$ cat config.mk
export PLATFORM = sky130hd
export DESIGN_NAME = jt49_noise_seq
export DESIGN_NICKNAME = d
export VERILOG_FILES = /design/src/rtl/jt49_noise_seq_pkg.sv /design/src/rtl/jt49_noise_seq_tbl.sv /design/src/rtl/jt49_noise_seq.sv
export SDC_FILE = /design/constraint.sdc
export NUM_CORES = 1
export LEC_CHECK = 0
export BUFFER_PORTS_ARGS = -buffer_cell sky130_fd_sc_hd__buf_2
export CAP_MARGIN = 10
export CORE_UTILIZATION = 61
export DETAILED_ROUTE_END_ITERATION = 7
export PLACE_DENSITY = 0.84
export SLEW_MARGIN = 25
export SYNTH_ARGS = -nofsm -noshare
export SYNTH_HDL_FRONTEND = slang
export SYNTH_SLANG_ARGS = --single-unit
$ cat constraint.sdc
create_clock -name clk -period 3 [get_ports clk]
set_input_delay 0.3 -clock clk [delete_from_list [all_inputs] [get_ports clk]]
set_output_delay 0.3 -clock clk [all_outputs]
set_load 0.02 [all_outputs]
$ cat src/rtl/jt49_noise_seq_pkg.sv
// jt49_noise_seq_pkg: state encoding, table entry layout and duration decode for the noise sequencer
package jt49_noise_seq_pkg;
  typedef enum logic {IDLE = 1'b0, PLAY = 1'b1} state_t;
  localparam int PER_LSB = 0;
  localparam int PER_W   = 5;
  localparam int DUR_LSB = 5;
  localparam int DUR_W   = 8;
  localparam int ENT_W   = DUR_LSB + DUR_W;
  function automatic logic [8:0] dur_cnt(input logic [DUR_W-1:0] d);
    return d == '0 ? 9'd256 : {1'b0, d};
  endfunction
endpackage

$ cat src/rtl/jt49_noise_seq_tbl.sv
// jt49_noise_seq_tbl: step table, synchronous write port and asynchronous read port
// clk/rst_n: clock and async active-low reset (clears every entry)
// wr/waddr/wdata: write strobe, entry index, {dur, per}
// raddr/rdata: fetch index and entry read combinationally
module jt49_noise_seq_tbl
  import jt49_noise_seq_pkg::*;
#(
  parameter int STEPS = 8,
  parameter int AW    = 3
) (
  input  logic             clk,
  input  logic             rst_n,
  input  logic             wr,
  input  logic [AW-1:0]    waddr,
  input  logic [ENT_W-1:0] wdata,
  input  logic [AW-1:0]    raddr,
  output logic [ENT_W-1:0] rdata
);
  logic [ENT_W-1:0] mem [STEPS];
  for (genvar i = 0; i < STEPS; i++) begin : g_ent
    always_ff @(posedge clk or negedge rst_n)
      if (!rst_n) mem[i] <= '0;
      else if (wr && waddr == AW'(i)) mem[i] <= wdata;
  end
  assign rdata = mem[raddr];
endmodule

$ cat src/rtl/jt49_noise_seq.sv
// jt49_noise_seq: table-driven noise period sequencer feeding jt49_noise
// clk/rst_n/cen: clock, async active-low reset, clock enable for sequencing
// wr/waddr/wdata: table write port, not gated by cen
// last/loop: final step index and wrap-around enable
// start/stop: one-clk pulses, held pending until the next cen cycle
// period/noise_en/busy/step: registered play outputs; done: one-clk completion pulse
module jt49_noise_seq
  import jt49_noise_seq_pkg::*;
#(
  parameter int STEPS = 8,
  parameter int AW    = 3
) (
  input  logic          clk,
  input  logic          rst_n,
  input  logic          cen,
  input  logic          wr,
  input  logic [AW-1:0] waddr,
  input  logic [12:0]   wdata,
  input  logic [AW-1:0] last,
  input  logic          loop,
  input  logic          start,
  input  logic          stop,
  output logic [4:0]    period,
  output logic          noise_en,
  output logic          busy,
  output logic [AW-1:0] step,
  output logic          done
);
  state_t state, state_d;
  logic start_p, stop_p, st, sp, fetch, done_d;
  logic [8:0] cnt, cnt_d;
  logic [AW-1:0] faddr, step_d;
  logic [4:0] period_d;
  logic [ENT_W-1:0] rd;
  jt49_noise_seq_tbl #(.STEPS(STEPS), .AW(AW)) u_tbl (
    .clk(clk), .rst_n(rst_n), .wr(wr), .waddr(waddr), .wdata(wdata),
    .raddr(faddr), .rdata(rd)
  );
  // a pulse arriving on a cen cycle is acted on in that same cycle
  assign st = start_p | start;
  assign sp = stop_p | stop;
  assign busy = state == PLAY;
  assign noise_en = busy;
  always_ff @(posedge clk or negedge rst_n)
    if (!rst_n) begin
      state   <= IDLE;
      cnt     <= '0;
      step    <= '0;
      period  <= '0;
      done    <= 1'b0;
      start_p <= 1'b0;
      stop_p  <= 1'b0;
    end else begin
      state   <= state_d;
      cnt     <= cnt_d;
      step    <= step_d;
      period  <= period_d;
      done    <= done_d;
      start_p <= cen ? 1'b0 : st;
      stop_p  <= cen ? 1'b0 : sp;
    end
  always_comb begin
    state_d = state;
    cnt_d   = cnt;
    step_d  = step;
    done_d  = 1'b0;
    fetch   = 1'b0;
    faddr   = '0;
    if (cen) begin
      if (state == IDLE) fetch = st && !sp;
      else if (sp) state_d = IDLE;
      else if (st) fetch = 1'b1;
      else if (cnt > 9'd1) cnt_d = cnt - 1'b1;
      else if (step != last) begin
        fetch = 1'b1;
        faddr = step + 1'b1;
      end else if (loop) fetch = 1'b1;
      else begin
        state_d = IDLE;
        done_d  = 1'b1;
      end
    end
    period_d = fetch ? rd[PER_LSB +: PER_W] : period;
    if (fetch) begin
      state_d = PLAY;
      step_d  = faddr;
      cnt_d   = dur_cnt(rd[DUR_LSB +: DUR_W]);
    end
  end
endmodule

After elaboration in Yosys (flattened, before gate mapping)
Cells that the tools add are included.

word-level totals
  input bits = 26
  output and inout bits = 11
  register bits after elaboration = 125

cells by class
  equality and inequality tests = 10
  mux-type cells = 38
  reductions and logical operators = 16
  magnitude comparators = 2
  bitwise logic cells = 3
  add/sub/neg operators = 2

operators by type and width
  operator                                                        count
  two-way mux 9 bit                                               7
  binary-select mux 13 bit (select 3 bit)                         1
  two-way mux 13 bit                                              2
  two-way mux 1 bit                                               22
  two-way mux 3 bit                                               6
  == test 3 bit (second input constant)                           4
  greater-than comparator 9 x 1 -> 1 bit (second input constant)  1
  logical AND 1 bit                                               9
  subtractor 9 x 1 -> 9 bit (second input constant)               1
  zero test 8 bit                                                 1
  == test 3 x 2 -> 1 bit (second input constant)                  2
  nonzero test 2 bit                                              3
  AND reduction 5 bit                                             1
  greater-or-equal comparator 4 bit (second input constant)       1
  inequality test 2 x 1 -> 1 bit (second input constant)          2
  inverter 3 -> 4 bit                                             1
  adder 3 x 1 -> 3 bit (second input constant)                    1
  == test 3 x 1 -> 1 bit (second input constant)                  1
  zero test 3 bit                                                 1
  inequality test 3 bit                                           1
  bitwise OR 1 bit                                                2
  zero test 1 bit                                                 1

Logic depth before layout (Yosys ltp)
Gate-level depths: netlist of the first run.

  word-level depth = 14
  depth in mapped cells = 12

Modules after synthesis
A second synthesis of the first run with hierarchy kept.

second synthesis, totals
  cell total of the unflattened synthesis = 381
  area, all modules = 5952.0 um^2

modules (own cells, without submodules)
  module              area an instance (um^2)  cells an instance  seq. area each (um^2)  times used
  jt49_noise_seq_tbl  4774.6                   270                2602.5                 1
  jt49_noise_seq      1177.4                   111                525.5                  1

Worst setup path before layout of the first run
OpenSTA, ideal clock, no wires.

  path type = reg-to-reg
  start = reg step[1]
  end = reg period[1]
  arrival time = 2467 ps
  cell stages (with the launch flop) = 11
  slack = 467 ps
  library setup time = 66 ps
  data required time = 2934 ps
  cells stage by stage = dfrtp_1 ha_1 nor2b_1 and4_1 clkbuf_1 nand2_1 clkbuf_1 clkbuf_1 a2111oi_0 a21oi_1 nand2_1

between the ends
  cells in the longest elaborated chain, start to end = 11
  elaborated cells on any way between the ends = 18
  classes of those cells = add/sub (1); eq/ne (1); mux (15); bitwise (1)

ends and longest elaborated chain
  what                                                           RTL line                                    RTL
  from (decl)                                                    jt49_noise_seq.sv:26                        output logic [AW-1:0] step,
  from (signal assigned)                                         jt49_noise_seq.sv:56                        step <= step_d;
  adder 3 x 1 -> 3 bit or inequality test 3 bit (tied branches)  jt49_noise_seq.sv:76, jt49_noise_seq.sv:74
  two-way mux 3 bit                                              jt49_noise_seq.sv:74                        else if (step != last) begin
  two-way mux 3 bit                                              jt49_noise_seq.sv:73                        else if (cnt > 9'd1) cnt_d = cnt - 1'b1;
  two-way mux 3 bit                                              jt49_noise_seq.sv:72                        else if (st) fetch = 1'b1;
  two-way mux 3 bit                                              jt49_noise_seq.sv:71                        else if (sp) state_d = IDLE;
  two-way mux 3 bit                                              jt49_noise_seq.sv:70                        if (state == IDLE) fetch = st && !sp;
  two-way mux 3 bit                                              jt49_noise_seq.sv:69                        if (cen) begin
  inverter 3 -> 4 bit (implied by the code)                      jt49_noise_seq_tbl.sv:25                    assign rdata = mem[raddr];
  binary-select mux 13 bit (select 3 bit)                        jt49_noise_seq_tbl.sv:25
  two-way mux 13 bit (implied by the code) (2 in a row)          jt49_noise_seq_tbl.sv:25
  to (signal assigned)                                           jt49_noise_seq.sv:57                        period <= period_d;
  to (decl)                                                      jt49_noise_seq.sv:23                        output logic [4:0] period,

Parallel ways exist; a longest one is shown, timed or not. The select of a mux whose other input is x is not followed.
A chain may end at the register's enable or synchronous reset.

Final worst setup path of the first run
  start = reg state, in the netlist busy
  end = reg cnt[8]

between the ends
  cells in the longest elaborated chain, start to end = 9
  elaborated cells on any way between the ends = 17
  classes of those cells = eq/ne (2); mux (9); bitwise (1); reduce/logical (5)

ends and longest elaborated chain
  what                                                   RTL line                  RTL
  from (decl)                                            jt49_noise_seq.sv:29      state_t state, state_d;
  from (signal assigned)                                 jt49_noise_seq.sv:54      state <= state_d;
  two-way mux 3 bit                                      jt49_noise_seq.sv:70
  two-way mux 3 bit                                      jt49_noise_seq.sv:69
  inverter 3 -> 4 bit (implied by the code)              jt49_noise_seq_tbl.sv:25
  binary-select mux 13 bit (select 3 bit)                jt49_noise_seq_tbl.sv:25
  two-way mux 13 bit (implied by the code) (2 in a row)  jt49_noise_seq_tbl.sv:25
  zero test 8 bit                                        jt49_noise_seq_pkg.sv:10  return d == '0 ? 9'd256 : {1'b0, d};
  two-way mux 9 bit                                      jt49_noise_seq_pkg.sv:10
  two-way mux 9 bit                                      jt49_noise_seq.sv:84      if (fetch) begin
  to (signal assigned)                                   jt49_noise_seq.sv:55      cnt <= cnt_d;
  to (decl)                                              jt49_noise_seq.sv:31      logic [8:0] cnt, cnt_d;

Parallel ways exist; a longest one is shown, timed or not. The select of a mux whose other input is x is not followed.

==> qor.csv, run 1 <==
stage,metric,value,unit
synthesis,simple-gate portion of the synthesized area,12.49,%
min_path,HP Class,in2reg,
route,drt first pass iters,6,
timing,WHS,0.04141,ns
power_and_ir_drop,clock share of power,40.2,%
critical_path,critical-path cell list,"or3b_2, a311o_1, buf_4, a2111oi_0, a311oi_1, a21oi_1, nand3_1, o31ai_1",
layout,"Design Area, Final",0.007127,mm2
critical_path,R2R depth,8,
layout,Area Growth Syn to Fin,17.76,%
route,Via Count,4762,
route,drt drc,0,
synthesis,Synth Area in Adders,0.6202,%
synthesis,syn avg cell area,11.77,um2
global_route,grt total ovfl,0,
timing,worst slew pin tran,0.6564,ns
clock_tree,Num CTS Buffers,17,
route,final WL,16070,um
run,max-cap viol count,0,
critical_path,flop-to-flop setup slack,0.18,ns
placed_design,dpl hpwl,9618,um
synthesis,mux share of post-synthesis cell area,21.00,%
floorplan,Die ar.,0.01032,mm2
synthesis,Synth Area in XOR/XNOR,1.592,%
critical_path,"slowest stage delay, CP",0.50,ns
timing,Max Slew Vio Count,0,
power_and_ir_drop,total power draw,5.313,mW
floorplan,Top Ports,37,
timing,fin crit share,93.89,%
floorplan,Initial Util,64.28,%
synthesis,dominant synthesized flop cell,dfrtp_1,
power_and_ir_drop,Pwr Density,745.6,mW/mm2
synthesis,ranking of synthesized cells by area,"dfrtp_1 (52%), mux2_2 (19%), nand2_1 (2.7%)",
placed_design,Place WS,0.1740,ns
placed_design,IO Port Bufs,36,
route,via density per instance,6.717,
route,WL/cell,22.67,um
timing,Slew HR,56.24,%
route,initial drt markers,393,
timing,RSZ-0062 raised after global routing,no,
critical_path,reg2reg start,busy,
status,status,"finished, final reports clean",
floorplan,die span in x,101.6,um
synthesis,Cells after Synth,514,
critical_path,"Max stage delay cell, worst path",or3b_2,
synthesis,Yosys top cell area share,51.68,%
synthesis,Syn. warnings,0,
synthesis,Netlist Area Pre-Place,0.006052,mm2
critical_path,Setup crit end kind,flop,
power_and_ir_drop,P_int,3.803,mW
critical_path,Critical Path AT,3.24,ns
timing,Final Hold Fails,0,
global_route,antenna violations before repair,0,
clock_tree,clk slew on worst S/H paths,0.07,ns
power_and_ir_drop,Seq pwr share,43.5,%
min_path,hold_sp,stop,
floorplan,DIE HEIGHT,101.6,um
global_route,first-pass GRT wire length,25970,um
floorplan,total core area,0.009415,mm2
synthesis,register area share after synthesis,51.68,%
clock_tree,clock tree buffer depth,2,
clock_tree,H-tree levels,4,
layout,share of cells above drive strength 1,37.59,%
critical_path,WP data required,3.42,ns
clock_tree,CTS tree,done,
clock_tree,clock root cell,clkbuf_8,
synthesis,post-synth cell types,60,
synthesis,"FF+latch count, synth",125,
synthesis,Async SR Flop Fraction,100.0,%
critical_path,startpoint class of the critical path,flop,
placed_design,routability-driven placement congestion ratio,0.9437,
power_and_ir_drop,Net Sw Power,1.510,mW
clock_tree,Clock Sinks,125,
critical_path,RR Endpoint,cnt[8],
critical_path,crit-path max FO,21,
timing,final setup fails,0,
min_path,WHS Path Cells,3,
timing,fmax,355.0,MHz
placed_design,post-place instance area,0.006486,mm2
power_and_ir_drop,maximum vdd drop,0.0003614,V
layout,Final nets,596,
critical_path,worst setup path class,reg2reg,
layout,Layout fillers,558,
min_path,hold endpoint,stop_p,
global_route,vias in the first global route,4899,
synthesis,Syn Nets,543,
route,Antenna Violating Nets Remaining,0,
power_and_ir_drop,Leak,3.028,nW
floorplan,site row count,35,
timing,final setup margin,0.1833,ns
synthesis,"EDFF count, synth",0,
global_route,GRT Util Overall,34.35,%
synthesis,most common cell in the synthesized netlist,dfrtp_1,
timing,clock skew,0.009332,ns
synthesis,main combinational cell family by area after synthesis,multiplexers,
power_and_ir_drop,switching share of power,28.43,%
synthesis,Synth Area in Compound Gates,9.986,%
global_route,largest net degree at the start of global routing,77,
timing,TNS Setup,0,ns
clock_tree,clock latency at the later pin of the worst-skew pair,0.51,ns
layout,diode count,0,
timing,Final Critical Period,2.817,ns
synthesis,largest area contributor in the netlist,dfrtp_1,
power_and_ir_drop,Comb pwr share,16.4,%
synthesis,Synth top cells by count,"dfrtp_1 (125), mux2_2 (104), nand2_1 (43)",
[per-stage QoR]
stage                     util, %  instances
after floorplan                 -        514
after global placement      68.89        675
after CTS                   75.67        709
after detailed placement    68.89        675
final                       75.69        709
after global routing        75.69        709
[how the worst max path moves through the flow]
stage                  from         to  slack (ns)  depth (start not counted)
CTS                    busy     cnt[8]        0.18                          8
global placement     cnt[3]     cnt[8]        0.24                          8
floorplan           step[1]  period[1]        0.47                         10
finish                 busy     cnt[8]        0.18                          8
global route           busy     cnt[8]        0.02                          8
detailed placement    start     cnt[8]        0.17                          9
[power by group through the flow]
stage | logic [mW] | clock network (mW) | registers (mW)
after detailed placement | 0.845 | 0 | 2.31
after global placement | 0.801 | 0 | 2.29
after CTS | 0.864 | 2.15 | 2.30
after floorplan | 0.617 | 0 | 2.27
after global routing | 0.943 | 2.22 | 2.34
final | 0.869 | 2.13 | 2.31
[kinds of logic (layout without fill, tap and decap cells)]
logic type	Yosys count	after routing
simple gates	143	143
flops	125	125
mux	114	114
compound gates	84	84
buf+inv	34	100
xor+xnor	11	11
fa+ha+maj	3	3
[metal layers]
layer,track usage (%),wire length [um]
met1,44.31,6336
met2,52.34,7457
met3,9.110,1511
met4,20.51,768
met5,0,0
[sequential cells by signal, indices dropped and copies added (netlist names)]
register,flops
u_tbl.mem,104
cnt,9
period,5
step,3
busy,1
done,1
start_p,1
stop_p,1
[cell type report]
| class | count | area [um2] | share of cell area (%) |
|---|---|---|---|
| clock buffers | 17 | 414.1 | 5.811 |
| clock inverters | 15 | 203.9 | 2.862 |
| inverters | 4 | 15.01 | 0.2107 |
| multi-input cells | 355 | 2794 | 39.20 |
| flip-flops and latches | 125 | 3128 | 43.89 |
| well taps | 129 | 161.4 | 2.265 |
| repair buffers | 64 | 410.4 | 5.758 |
[cell usage in the layout, fill, tap and decap left out, drive strengths merged, types with 7 or more instances in the layout]
master / synthesis / layout
dfrtp: 125 / 125
mux2: 104 / 104
buf: 11 / 62
nand2: 43 / 43
nand3: 26 / 26
o21ai: 20 / 20
nor2: 19 / 19
clkbuf: 19 / 17
a21oi: 13 / 13
inv: 4 / 11
nand4: 10 / 10
mux2i: 10 / 10
nor3: 8 / 8
xnor2: 7 / 7
nor2b: 7 / 7
a311oi: 7 / 7
[worst max-delay path: cells and delay by family, from the launching register on]
kind,cells,cell delay [ns]
compound gates,5,1.45
buf+inv,1,0.24
flops,1,0.40
simple gates,2,0.65
[what timing repair did]
item | in CTS | in global routing
setup endpoints to repair | 0 | 1
buffers inserted | 0 | 0
endpoints found under the hold margin | 51 | 0
gates resized for setup | 0 | 1
hold buffers | 2 | 0
Note: power is estimated with default switching activity, not from simulation.
==> inputs of run 2 (changes only) <==
Settings changed: ABC_AREA from default to 1.
==> run 2 against run 1 <==
Clock-buffer cell count increased by 3; largest power group unchanged; cell count increased by 37%; combinational power increased by 9.3%; synthesized area increased by 2.2%; setup slack improved by 0.21 ns; worst hold slack got worse by 0.039 ns; design area decreased by 0.91%; largest cell class unchanged; critical path depth increased by 5; first-iteration DRC count increased by 25%.
==> qor.csv, run 2 <==
stage,metric,value,unit,change
layout,diode count,0,,unchanged
route,Antenna Violating Nets Remaining,0,,unchanged
floorplan,die span in x,102.7,um,+1.1%
critical_path,R2R depth,13,,+5
synthesis,Syn Nets,824,,+52%
clock_tree,Clock Sinks,125,,unchanged
layout,share of cells above drive strength 1,11.68,%,-26 points
timing,worst slew pin tran,1.034,ns,+0.3778 ns
layout,"commonest cells after routing, fill and taps aside","nand2_1 (222), dfrtp_1 (125), o21ai_0 (104), inv_1 (94), nand3_1 (69)",,
clock_tree,CTS tree,done,,
layout,Area Growth Syn to Fin,14.20,%,
critical_path,reg2reg start,cnt[1],,
power_and_ir_drop,Seq pwr share,42.9,%,-0.6 points
critical_path,RR Endpoint,cnt[6],,
route,via density per instance,5.823,,-13%
critical_path,Most common cell on crit path,nand2_2,,
min_path,hold_sp,wdata[6],,
power_and_ir_drop,Pwr Density,740.0,mW/mm2,-0.74%
min_path,HP Class,in2reg,,
timing,fin crit share,86.81,%,-7.1 points
min_path,WHS Path Cells,3,,unchanged
global_route,vias in the first global route,5475,,+12%
floorplan,Initial Util,62.97,%,-1.3 points
floorplan,site row count,36,,+2.9%
global_route,largest net degree at the start of global routing,95,,+23%
timing,RSZ-0062 raised after global routing,no,,
timing,Final Hold Fails,0,,unchanged
critical_path,Critical Path AT,3.00,ns,-0.24 ns
layout,final design utilization,71.92,%,-3.8 points
clock_tree,Num CTS Buffers,17,,unchanged
route,drt drc,0,,unchanged
power_and_ir_drop,P_int,3.659,mW,-3.8%
global_route,antenna violations before repair,0,,unchanged
layout,area of the multi-input gates,0.002501,mm2,-10%
critical_path,"slowest stage delay, CP",0.45,ns,-0.05 ns
power_and_ir_drop,maximum vdd drop,0.0003622,V,+0.24%
status,status,"finished, final reports clean",,
power_and_ir_drop,switching share of power,29.98,%,+1.6 points
clock_tree,clk slew on worst S/H paths,0.06,ns,about the same
synthesis,Async SR Flop Fraction,100.0,%,unchanged
critical_path,startpoint class of the critical path,flop,,
global_route,GR Util met3,8.881,%,-0.23 points
global_route,grt total ovfl,0,,unchanged
timing,Slew HR,30.88,%,-25 points
critical_path,worst setup path class,reg2reg,,
route,drt first pass iters,7,,+1
synthesis,Cells after Synth,795,,+55%
clock_tree,clock tree buffer depth,2,,unchanged
global_route,GRT busiest layer,met2,,
critical_path,critical-path cell list,"inv_1, ha_1, inv_1, nor2_1, nand4_1, nand2_2, nand3_1, nand2_1, nand2_2, nand2_2, inv_2, a22oi_1, o21ai_1",,
layout,Final nets,855,,+43%
critical_path,WP data required,3.40,ns,-0.02 ns
run,max-cap viol count,0,,unchanged
power_and_ir_drop,Net Sw Power,1.567,mW,+3.7%
route,Via Count,5660,,+19%
synthesis,dominant synthesized flop cell,dfrtp_1,,
power_and_ir_drop,Comb pwr share,18.2,%,+1.8 points
timing,Final Critical Period,2.604,ns,-0.2124 ns
synthesis,post-synth cell types,30,,-50%
layout,Largest register FFs,104,,unchanged
layout,Regs by FF count,"u_tbl.mem: 104 flops, cnt: 9 flops, period: 5 flops",,
layout,Register Area,0.003128,mm2,unchanged
synthesis,"EDFF count, synth",0,,unchanged
global_route,GRT Util Overall,34.61,%,+0.26 points
timing,Max Slew Vio Count,0,,unchanged
global_route,met1 Use GR,45.38,%,+1.1 points
placed_design,routability-driven placement congestion ratio,0.9214,,-2.4%
route,initial drt markers,492,,+25%
layout,Largest Register,u_tbl.mem,,
placed_design,dpl hpwl,10020,um,+4.2%
global_route,met2 usage in global routing,54.67,%,+2.3 points
synthesis,Netlist Area Pre-Place,0.006183,mm2,+2.2%
clock_tree,clock root cell,clkbuf_8,,
timing,clock skew,0.009400,ns,+0.00006767 ns
synthesis,Yosys top cell area share,50.59,%,-1.1 points
floorplan,Die ar.,0.01054,mm2,+2.1%
synthesis,syn avg cell area,7.778,um2,-34%
synthesis,register area share after synthesis,50.59,%,-1.1 points
layout,Layout fillers,744,,+33%
critical_path,Setup crit end kind,flop,,
synthesis,ranking of synthesized cells by area,"dfrtp_1 (51%), nand2_1 (13%), o21ai_0 (8.4%)",,
route,final WL,16480,um,+2.5%
route,WL/cell,16.95,um,-25%
synthesis,most common cell in the synthesized netlist,nand2_1,,
global_route,first-pass GRT wire length,27030,um,+4.1%
critical_path,crit-path max FO,26,,+24%
power_and_ir_drop,Leak,3.579,nW,+18%
floorplan,total core area,0.009819,mm2,+4.3%
synthesis,Syn. warnings,0,,unchanged
critical_path,flop-to-flop setup slack,0.40,ns,+0.21 ns
floorplan,DIE HEIGHT,102.7,um,+1.1%
min_path,hold endpoint,u_tbl.mem[6],,
timing,WHS,0.002339,ns,-0.03908 ns
timing,final setup fails,0,,unchanged
synthesis,Synth top cells by count,"nand2_1 (222), dfrtp_1 (125), o21ai_0 (104)",,
critical_path,CP top delay family,simple AND/OR/NAND/NOR gates,,
layout,"most common cell after layout, fill and taps aside",nand2_1,,
placed_design,IO Port Bufs,36,,unchanged
synthesis,"FF+latch count, synth",125,,unchanged
timing,TNS Setup,0,ns,unchanged
critical_path,CP Buf/Inv Count,3,,+2
floorplan,Top Ports,37,,unchanged
clock_tree,clock latency at the later pin of the worst-skew pair,0.53,ns,+0.02 ns
power_and_ir_drop,clock share of power,38.9,%,-1.3 points
timing,fmax,384.0,MHz,+8.2%
synthesis,largest area contributor in the netlist,dfrtp_1,,
clock_tree,CTS resizes,0,,unchanged
critical_path,"Max stage delay cell, worst path",nand2_2,,
clock_tree,H-tree levels,4,,unchanged
[run 2: how the worst max path moves through the flow]
stage | end | slack [ns] | from | cells past startpoint
after detailed placement | cnt[6] | 0.41 | cnt[1] | 13
after CTS | cnt[6] | 0.42 | cnt[1] | 13
after global placement | cnt[6] | 0.47 | cnt[1] | 13
after floorplan | cnt[8] | 1.02 | step[0] | 12
final | cnt[6] | 0.40 | cnt[1] | 13
after global routing | cnt[6] | 0.09 | cnt[1] | 13
[run 2: worst register-to-register path: stages, from the launching register on]
cell and delay (ns):
dfrtp_1 0.38, inv_1 0.10, ha_1 0.15, inv_1 0.04, nor2_1 0.11, nand4_1 0.11, nand2_2 0.45, nand3_1 0.14
nand2_1 0.10, nand2_2 0.26, nand2_2 0.28, inv_2 0.10, a22oi_1 0.17, o21ai_1 0.09
[run 2: final cells by class]
class	instances	share of cell area, %
clock inverter	12	2.038
sequential	125	44.29
inverter	102	5.439
multi-input combinational	532	35.42
clock buffer	20	6.308
tap	133	2.356
timing repair buffer	48	4.146
[run 2: logic make-up after synthesis]
| group | after synthesis | synth area share, % |
|---|---|---|
| buffers and inverters | 138 | 9.045 |
| AO/OA/AOI/OAI | 143 | 11.86 |
| flip-flops | 125 | 50.59 |
| XOR/XNOR | 7 | 0.9915 |
| AND/OR/NAND/NOR | 379 | 26.91 |
| adder cells (fa/ha/maj) | 3 | 0.6071 |
[run 2: per-layer routing]
layer | wire length [um] | up-vias
met4 | 524 | 0
li1 | - | 2624
met1 | 6680 | 2696
met3 | 1340 | 55
met2 | 7932 | 285
met5 | 0 | -
[run 2: power by group through the flow]
stage,Combinational [mW],Sequential [mW],Clock [mW]
after floorplan,0.673,2.21,0
after global placement,0.895,2.24,0
after detailed placement,0.925,2.25,0
after CTS,0.946,2.23,2.04
after global routing,1.10,2.27,2.13
final,0.950,2.24,2.04
[run 2: timing repair]
item	CTS	global route
setup endpoints to repair	0	0
setup buffers	0	0
hold buffers	2	1
hold endpoints to repair	33	1
[run 2: metrics by stage]
step	setup WS, ns	std cells	total power, mW	cell area, um2
5_1_grt	0.08631	972	5.505	7062
2_1_floorplan	1.020	795	2.884	6183
4_1_cts	0.4150	971	5.218	7052
3_5_place_dp	0.4072	937	3.175	6442
3_3_place_gp	0.4671	937	3.132	6442
6_report	0.3957	972	5.226	7062
